File: src/rtl/oled_frame_streamer.sv
`timescale 1ns/1ps
// SPI driver for the 96x64 RGB565 PmodOLED: power-up, init commands, then endless
// pixel frames fetched from a combinational renderer addressed by pixel_index.
module oled_frame_streamer #(
  parameter int CLK_DIV      = 1,
  parameter int RESET_CYCLES = 16,
  parameter int POWER_CYCLES = 64,
  parameter int GAP_CYCLES   = 8,
  parameter int WIDTH        = 96,
  parameter int HEIGHT       = 64
) (
  input  logic        clk,
  input  logic        reset,
  input  logic [15:0] oled_data,
  output logic [12:0] pixel_index,
  output logic        sample_pixel,
  output logic        frame_begin,
  output logic        sending_pixels,
  output logic        cs,
  output logic        sclk,
  output logic        sdin,
  output logic        d_cn,
  output logic        resn,
  output logic        vccen,
  output logic        pmoden
);
  localparam int NUM_PIXELS = WIDTH * HEIGHT;
  localparam int CNT_MAX = (RESET_CYCLES > POWER_CYCLES)
                         ? ((RESET_CYCLES > GAP_CYCLES) ? RESET_CYCLES : GAP_CYCLES)
                         : ((POWER_CYCLES > GAP_CYCLES) ? POWER_CYCLES : GAP_CYCLES);
  localparam int CNT_W = $clog2(CNT_MAX + 1);
  localparam int DIV_W = $clog2(CLK_DIV + 1);
  localparam logic [CNT_W-1:0] RST_LAST = CNT_W'(RESET_CYCLES - 1);
  localparam logic [CNT_W-1:0] PWR_LAST = CNT_W'(POWER_CYCLES - 1);
  localparam logic [CNT_W-1:0] GAP_PRE  = CNT_W'((GAP_CYCLES > 1) ? GAP_CYCLES - 2 : 0);
  localparam logic [DIV_W-1:0] DIV_LAST = DIV_W'(CLK_DIV - 1);
  localparam logic [DIV_W-1:0] DIV_PRE  = DIV_W'((CLK_DIV > 1) ? CLK_DIV - 2 : 0);
  localparam logic [12:0]      IDX_LAST = 13'(NUM_PIXELS - 1);
  localparam logic [7:0]       FIRST_CMD = 8'hAE;

  typedef enum logic [2:0] {RST_LOW, PWR_WAIT, INIT, FRAME, GAP} state_t;

  state_t           state;
  logic [CNT_W-1:0] cnt;
  logic [DIV_W-1:0] div_cnt;
  logic [3:0]       bit_cnt;
  logic [1:0]       byte_cnt;
  logic [15:0]      shreg;

  logic [7:0]  next_cmd;
  logic        tick;
  logic        pre_last;
  logic [12:0] idx_inc;

  function automatic logic [7:0] init_byte(input logic [1:0] n);
    case (n)
      2'd0:    return 8'hAE;
      2'd1:    return 8'hA0;
      2'd2:    return 8'h72;
      default: return 8'hAF;
    endcase
  endfunction

  // pre_last marks the edge that enters the final cycle of the current bit, so the
  // next pixel can be sampled in that cycle and loaded with no gap on the wire.
  always_comb begin
    next_cmd = init_byte(byte_cnt + 2'd1);
    tick     = (div_cnt == DIV_LAST);
    if (CLK_DIV == 1) pre_last = !sclk && tick;
    else              pre_last = sclk && (div_cnt == DIV_PRE);
    idx_inc  = (pixel_index == IDX_LAST) ? 13'd0 : pixel_index + 13'd1;
  end

  always_ff @(posedge clk or posedge reset) begin
    if (reset) begin
      state          <= RST_LOW;
      cnt            <= '0;
      div_cnt        <= '0;
      bit_cnt        <= '0;
      byte_cnt       <= '0;
      shreg          <= '0;
      pixel_index    <= '0;
      sample_pixel   <= 1'b0;
      frame_begin    <= 1'b0;
      sending_pixels <= 1'b0;
      cs             <= 1'b1;
      sclk           <= 1'b1;
      sdin           <= 1'b0;
      d_cn           <= 1'b0;
      resn           <= 1'b0;
      vccen          <= 1'b0;
      pmoden         <= 1'b0;
    end else begin
      sample_pixel <= 1'b0;
      frame_begin  <= 1'b0;
      case (state)
        RST_LOW: begin
          pmoden <= 1'b1;
          if (cnt == RST_LAST) begin
            resn  <= 1'b1;
            vccen <= 1'b1;
            cnt   <= '0;
            state <= PWR_WAIT;
          end else begin
            cnt <= cnt + CNT_W'(1);
          end
        end
        PWR_WAIT: begin
          if (cnt == PWR_LAST) begin
            state    <= INIT;
            cnt      <= '0;
            cs       <= 1'b0;
            d_cn     <= 1'b0;
            sclk     <= 1'b0;
            shreg    <= {FIRST_CMD, 8'h00};
            sdin     <= FIRST_CMD[7];
            byte_cnt <= '0;
            bit_cnt  <= '0;
            div_cnt  <= '0;
          end else begin
            cnt <= cnt + CNT_W'(1);
          end
        end
        INIT: begin
          if (!tick) begin
            div_cnt <= div_cnt + DIV_W'(1);
          end else begin
            div_cnt <= '0;
            if (!sclk) begin
              sclk <= 1'b1;
            end else if (bit_cnt != 4'd7) begin
              bit_cnt <= bit_cnt + 4'd1;
              sclk    <= 1'b0;
              shreg   <= {shreg[14:0], 1'b0};
              sdin    <= shreg[14];
            end else if (byte_cnt != 2'd3) begin
              byte_cnt <= byte_cnt + 2'd1;
              bit_cnt  <= '0;
              sclk     <= 1'b0;
              shreg    <= {next_cmd, 8'h00};
              sdin     <= next_cmd[7];
            end else begin
              // One cs-high cycle doubles as the sample cycle for pixel 0.
              cs             <= 1'b1;
              d_cn           <= 1'b1;
              state          <= FRAME;
              sending_pixels <= 1'b1;
              sample_pixel   <= 1'b1;
              frame_begin    <= (pixel_index == 13'd0);
            end
          end
        end
        FRAME, GAP: begin
          if (sample_pixel) begin
            state          <= FRAME;
            cs             <= 1'b0;
            sclk           <= 1'b0;
            sending_pixels <= 1'b1;
            shreg          <= oled_data;
            sdin           <= oled_data[15];
            bit_cnt        <= '0;
            div_cnt        <= '0;
            pixel_index    <= idx_inc;
          end else if (state == GAP) begin
            cnt <= cnt + CNT_W'(1);
            if (GAP_CYCLES > 1 && cnt == GAP_PRE) begin
              sample_pixel <= 1'b1;
              frame_begin  <= (pixel_index == 13'd0);
            end
          end else begin
            // pixel_index already wrapped to 0 while the frame's last pixel is on the wire.
            if (pre_last && bit_cnt == 4'd15 && pixel_index != 13'd0)
              sample_pixel <= 1'b1;
            if (!tick) begin
              div_cnt <= div_cnt + DIV_W'(1);
            end else begin
              div_cnt <= '0;
              if (!sclk) begin
                sclk <= 1'b1;
              end else if (bit_cnt != 4'd15) begin
                bit_cnt <= bit_cnt + 4'd1;
                sclk    <= 1'b0;
                shreg   <= {shreg[14:0], 1'b0};
                sdin    <= shreg[14];
              end else begin
                state          <= GAP;
                cs             <= 1'b1;
                sclk           <= 1'b1;
                sending_pixels <= 1'b0;
                cnt            <= '0;
                if (GAP_CYCLES == 1) begin
                  sample_pixel <= 1'b1;
                  frame_begin  <= 1'b1;
                end
              end
            end
          end
        end
        default: state <= RST_LOW;
      endcase
    end
  end
endmodule
File: config.mk
export PLATFORM = sky130hd
export DESIGN_NAME = oled_frame_streamer
export DESIGN_NICKNAME = d
export VERILOG_FILES = /design/src/rtl/oled_frame_streamer.sv
export SDC_FILE = /design/constraint.sdc
export NUM_CORES = 1
export LEC_CHECK = 0
export BUFFER_PORTS_ARGS = -buffer_cell sky130_fd_sc_hd__buf_2
export CAP_MARGIN = 30
export CORE_MARGIN = 1
export CORE_UTILIZATION = 42
export DETAILED_ROUTE_END_ITERATION = 12
export PLACE_DENSITY = 0.73
export SLEW_MARGIN = 10
export SYNTH_ARGS = -nofsm -noshare
export SYNTH_HDL_FRONTEND = slang
export SYNTH_SLANG_ARGS = --single-unit
File: constraint.sdc
create_clock -name clk -period 2 [get_ports clk]
set_input_delay 0.2 -clock clk [delete_from_list [all_inputs] [get_ports clk]]
set_output_delay 0.2 -clock clk [all_outputs]
set_load 0.02 [all_outputs]
==> impl_metrics.json <==
{
  "gr-usage-all-layers_pct": 21.4,
  "peakVddDrop_v": 0.000271,
  "nNetsFinal": 447,
  "yosys.area.top_type_share_pct": 40.6,
  "ys_async_sr_fraction_pct": 100,
  "final_antenna_net_count": 0,
  "cts.path.max_buffers": 2,
  "fin_crit_sh_pct": 107,
  "power_density_nw_per_um2": 434,
  "drc": 0,
  "fp.dieArea_um2": 7830,
  "worst_ep_arrival_time_ns": 2.33,
  "synth-main-ff-cell": "dfrtp_1",
  "drt_iter0_drc": 232,
  "worstSetupPathType": "reg2reg",
  "fin_skew_ns": 0.00625,
  "p_leak_nw": 2.01,
  "area_growth_pct": 34.9,
  "grt_pass1_vias": 2774,
  "ys_ff_latch": 53,
  "tightest_slew_ns": 0.496,
  "violations": "negative setup slack",
  "grt_overflow": 0,
  "io_buffer_count": 40,
  "cts_tree": "yes",
  "r2r_slack_ns": -0.13,
  "yosys-top-cells-count": "dfrtp_1, nand2_1, nor2_1",
  "cts_buffers": 5,
  "r2r_start": "cnt[0]",
  "syn_area_um2": 3140,
  "grt_start_max_net_pins": 54,
  "htreeDepth": 2,
  "r2r_end": "shreg[4]",
  "finalHoldViolCount": 0,
  "gp_congestion": 0.869,
  "yosysMostFrequentCell": "dfrtp_1",
  "synth-seq-area-share_pct": 42.3,
  "outcome": "complete, but fails checks",
  "fmax_mhz": 469,
  "cap_violations": 0,
  "synth_largest_area_cell": "dfrtp_1",
  "whs_path_depth": 3,
  "grt_pass1_wl_um": 13100,
  "slew_viol_final": 0,
  "finalSetupViolations": 23,
  "synth.net_count": 343,
  "via_per_inst": 5.55,
  "routed_wl_um": 8210,
  "hpwl_um": 5670,
  "hp-start": "oled_data[0]",
  "start_kind": "flip-flop",
  "path_clk_slew_ns": 0.09,
  "worst_slack_ns": -0.131,
  "worst-path-max-fanout": 5,
  "num_io_pins": 41,
  "drive_gt1_share_pct": 38.8,
  "min_path_type": "in2reg",
  "clock-sinks": 53,
  "hold_path_end": "shreg[0]",
  "final.setup.tns_ns": -1.79,
  "routedWlPerCell_um": 15.8,
  "avgSynthCellArea_um2": 9.95,
  "synth_edf_count": 0,
  "core_area_um2": 7250,
  "utilization_pct": 58.5,
  "cp-end-kind": "flip-flop",
  "drt_pre_antenna_iters": 4,
  "worstSkewPairLatency_ns": 0.31,
  "root_buffer": "clkbuf_8",
  "ys_top_cells_by_area": "dfrtp_1, mux2_4, ha_1, nand2_1, o21ai_0",
  "vias": 2881,
  "rows": 31,
  "synthesis.yosys.warnings": 0,
  "rsz0062_at_grt": "true",
  "cp_data_required_time_ns": 2.20,
  "r2r_cells": 7,
  "die_y_um": 88.5,
  "synthDistinctLibCells": 67,
  "maxSlewHeadroom_pct": 66.9,
  "period_minus_slack_ns": 2.13,
  "antenna_found_initial": 0,
  "initial_core_util_pct": 43.3,
  "die_w_um": 88.5,
  "antenna_cells": 0,
  "syn_inst": 316
}
[power breakdown]
part	internal, W	switching (W)	total, W
registers	0.00107	0	0.00107
logic	0.0000175	0.0000270	0.0000445
clock network	0.000365	0.000361	0.000726
total	0.00145	0.000388	0.00184
[state kept, by name, indices dropped and copies added, names as in the netlist]
signal          flops
bit_cnt             4
byte_cnt            2
cnt                 7
cs                  1
d_cn                1
frame_begin         1
pixel_index        13
pmoden              1
sample_pixel        1
sclk                1
sdin                1
sending_pixels      1
shreg              15
state               3
vccen               1
[worst max-delay path by stage]
stage | start | slack, ns | end
after floorplan | cnt[1] | -0.11 | bit_cnt[0]
after global placement | cnt[1] | -0.05 | shreg[4]
after detailed placement | cnt[1] | -0.12 | bit_cnt[3]
after CTS | cnt[1] | -0.08 | shreg[2]
after global routing | cnt[0] | -0.20 | shreg[4]
final | cnt[0] | -0.13 | shreg[4]
[layer usage]
metal | vias to the layer above | part of all wire [%] | global-route usage, %
met5 | - | 0 | 0
li1 | 1375 | - | -
met1 | 1419 | 45 | 29.0
met2 | 77 | 49 | 35.3
met4 | 0 | 1.6 | 6.89
met3 | 10 | 3.7 | 2.99
[placed cells by master (no fill, tap or decap), types with 3 or more instances in the layout]
master	synthesis	routed
nand3_1	11	11
nand4_1	7	7
a21oi_1	16	15
buf_2	6	40
o21ai_0	17	17
mux2i_1	8	7
a22o_1	8	8
xor2_1	5	5
or3_1	3	3
dfrtp_1	51	51
a222oi_1	3	3
inv_1	16	15
nand2_1	24	23
ha_1	9	7
nand3b_1	4	4
a21o_1	3	3
o22ai_1	3	3
nor4b_1	4	3
clkbuf_8	0	5
nor2_1	20	20
mux2_4	13	13
buf_4	2	60
nor4_1	8	6
buf_6	2	8
buf_12	0	3
xnor2_1	3	3
nand2b_1	5	5
a211oi_1	3	3
nor3_1	7	7
[final cells by class]
type | count | area, µm²
clock inverter | 2 | 35.0
fill | 602 | 3010
inverter | 16 | 60.1
timing repair buffer | 114 | 863
sequential | 53 | 1330
tap | 99 | 124
clock buffer | 5 | 68.8
multi-input combinational | 230 | 1760
[metrics by stage]
stage               setup slack, ns  cells  cell area, µm²  total power [W]  hold WS, ns
finish                       -0.131    519            4240          0.00184        0.102
global route                 -0.204    519            4240          0.00190        0.117
CTS                         -0.0848    513            4100          0.00185        0.108
detailed placement           -0.118    495            3860          0.00114        0.270
global placement            -0.0517    495            3860          0.00114        0.268
floorplan                    -0.109    316            3170          0.00111        0.317
[kinds of logic (layout without fill, tap and decap cells)]
| logic type | Yosys count | in the layout | share of synthesized area [%] |
|---|---|---|---|
| mux | 22 | 22 | 9.12 |
| compound gates | 75 | 75 | 17.2 |
| simple gates | 115 | 115 | 20.2 |
| buf+inv | 33 | 137 | 4.94 |
| flops | 53 | 53 | 42.3 |
| xor+xnor | 9 | 9 | 2.75 |
| fa+ha+maj | 9 | 9 | 3.58 |
[critical path, stage by stage (launching register included)]
cell	delay [ns]
dfrtp_1	0.40
ha_4	0.15
and4b_1	0.19
or4b_4	0.49
nand2_4	0.09
o211a_4	0.23
clkbuf_16	0.18
mux2_4	0.29
[timing repair]
item                                    4_1_cts  5_1_grt
setup buffers                                 9        5
resized for setup                             9       16
endpoints found under the setup margin       24       30
hold buffers                                  1        0
endpoints found under the hold margin        51        0
pin swaps                                     3        8
gates cloned                                  1        1
Note: power is estimated with default switching activity, not from simulation.
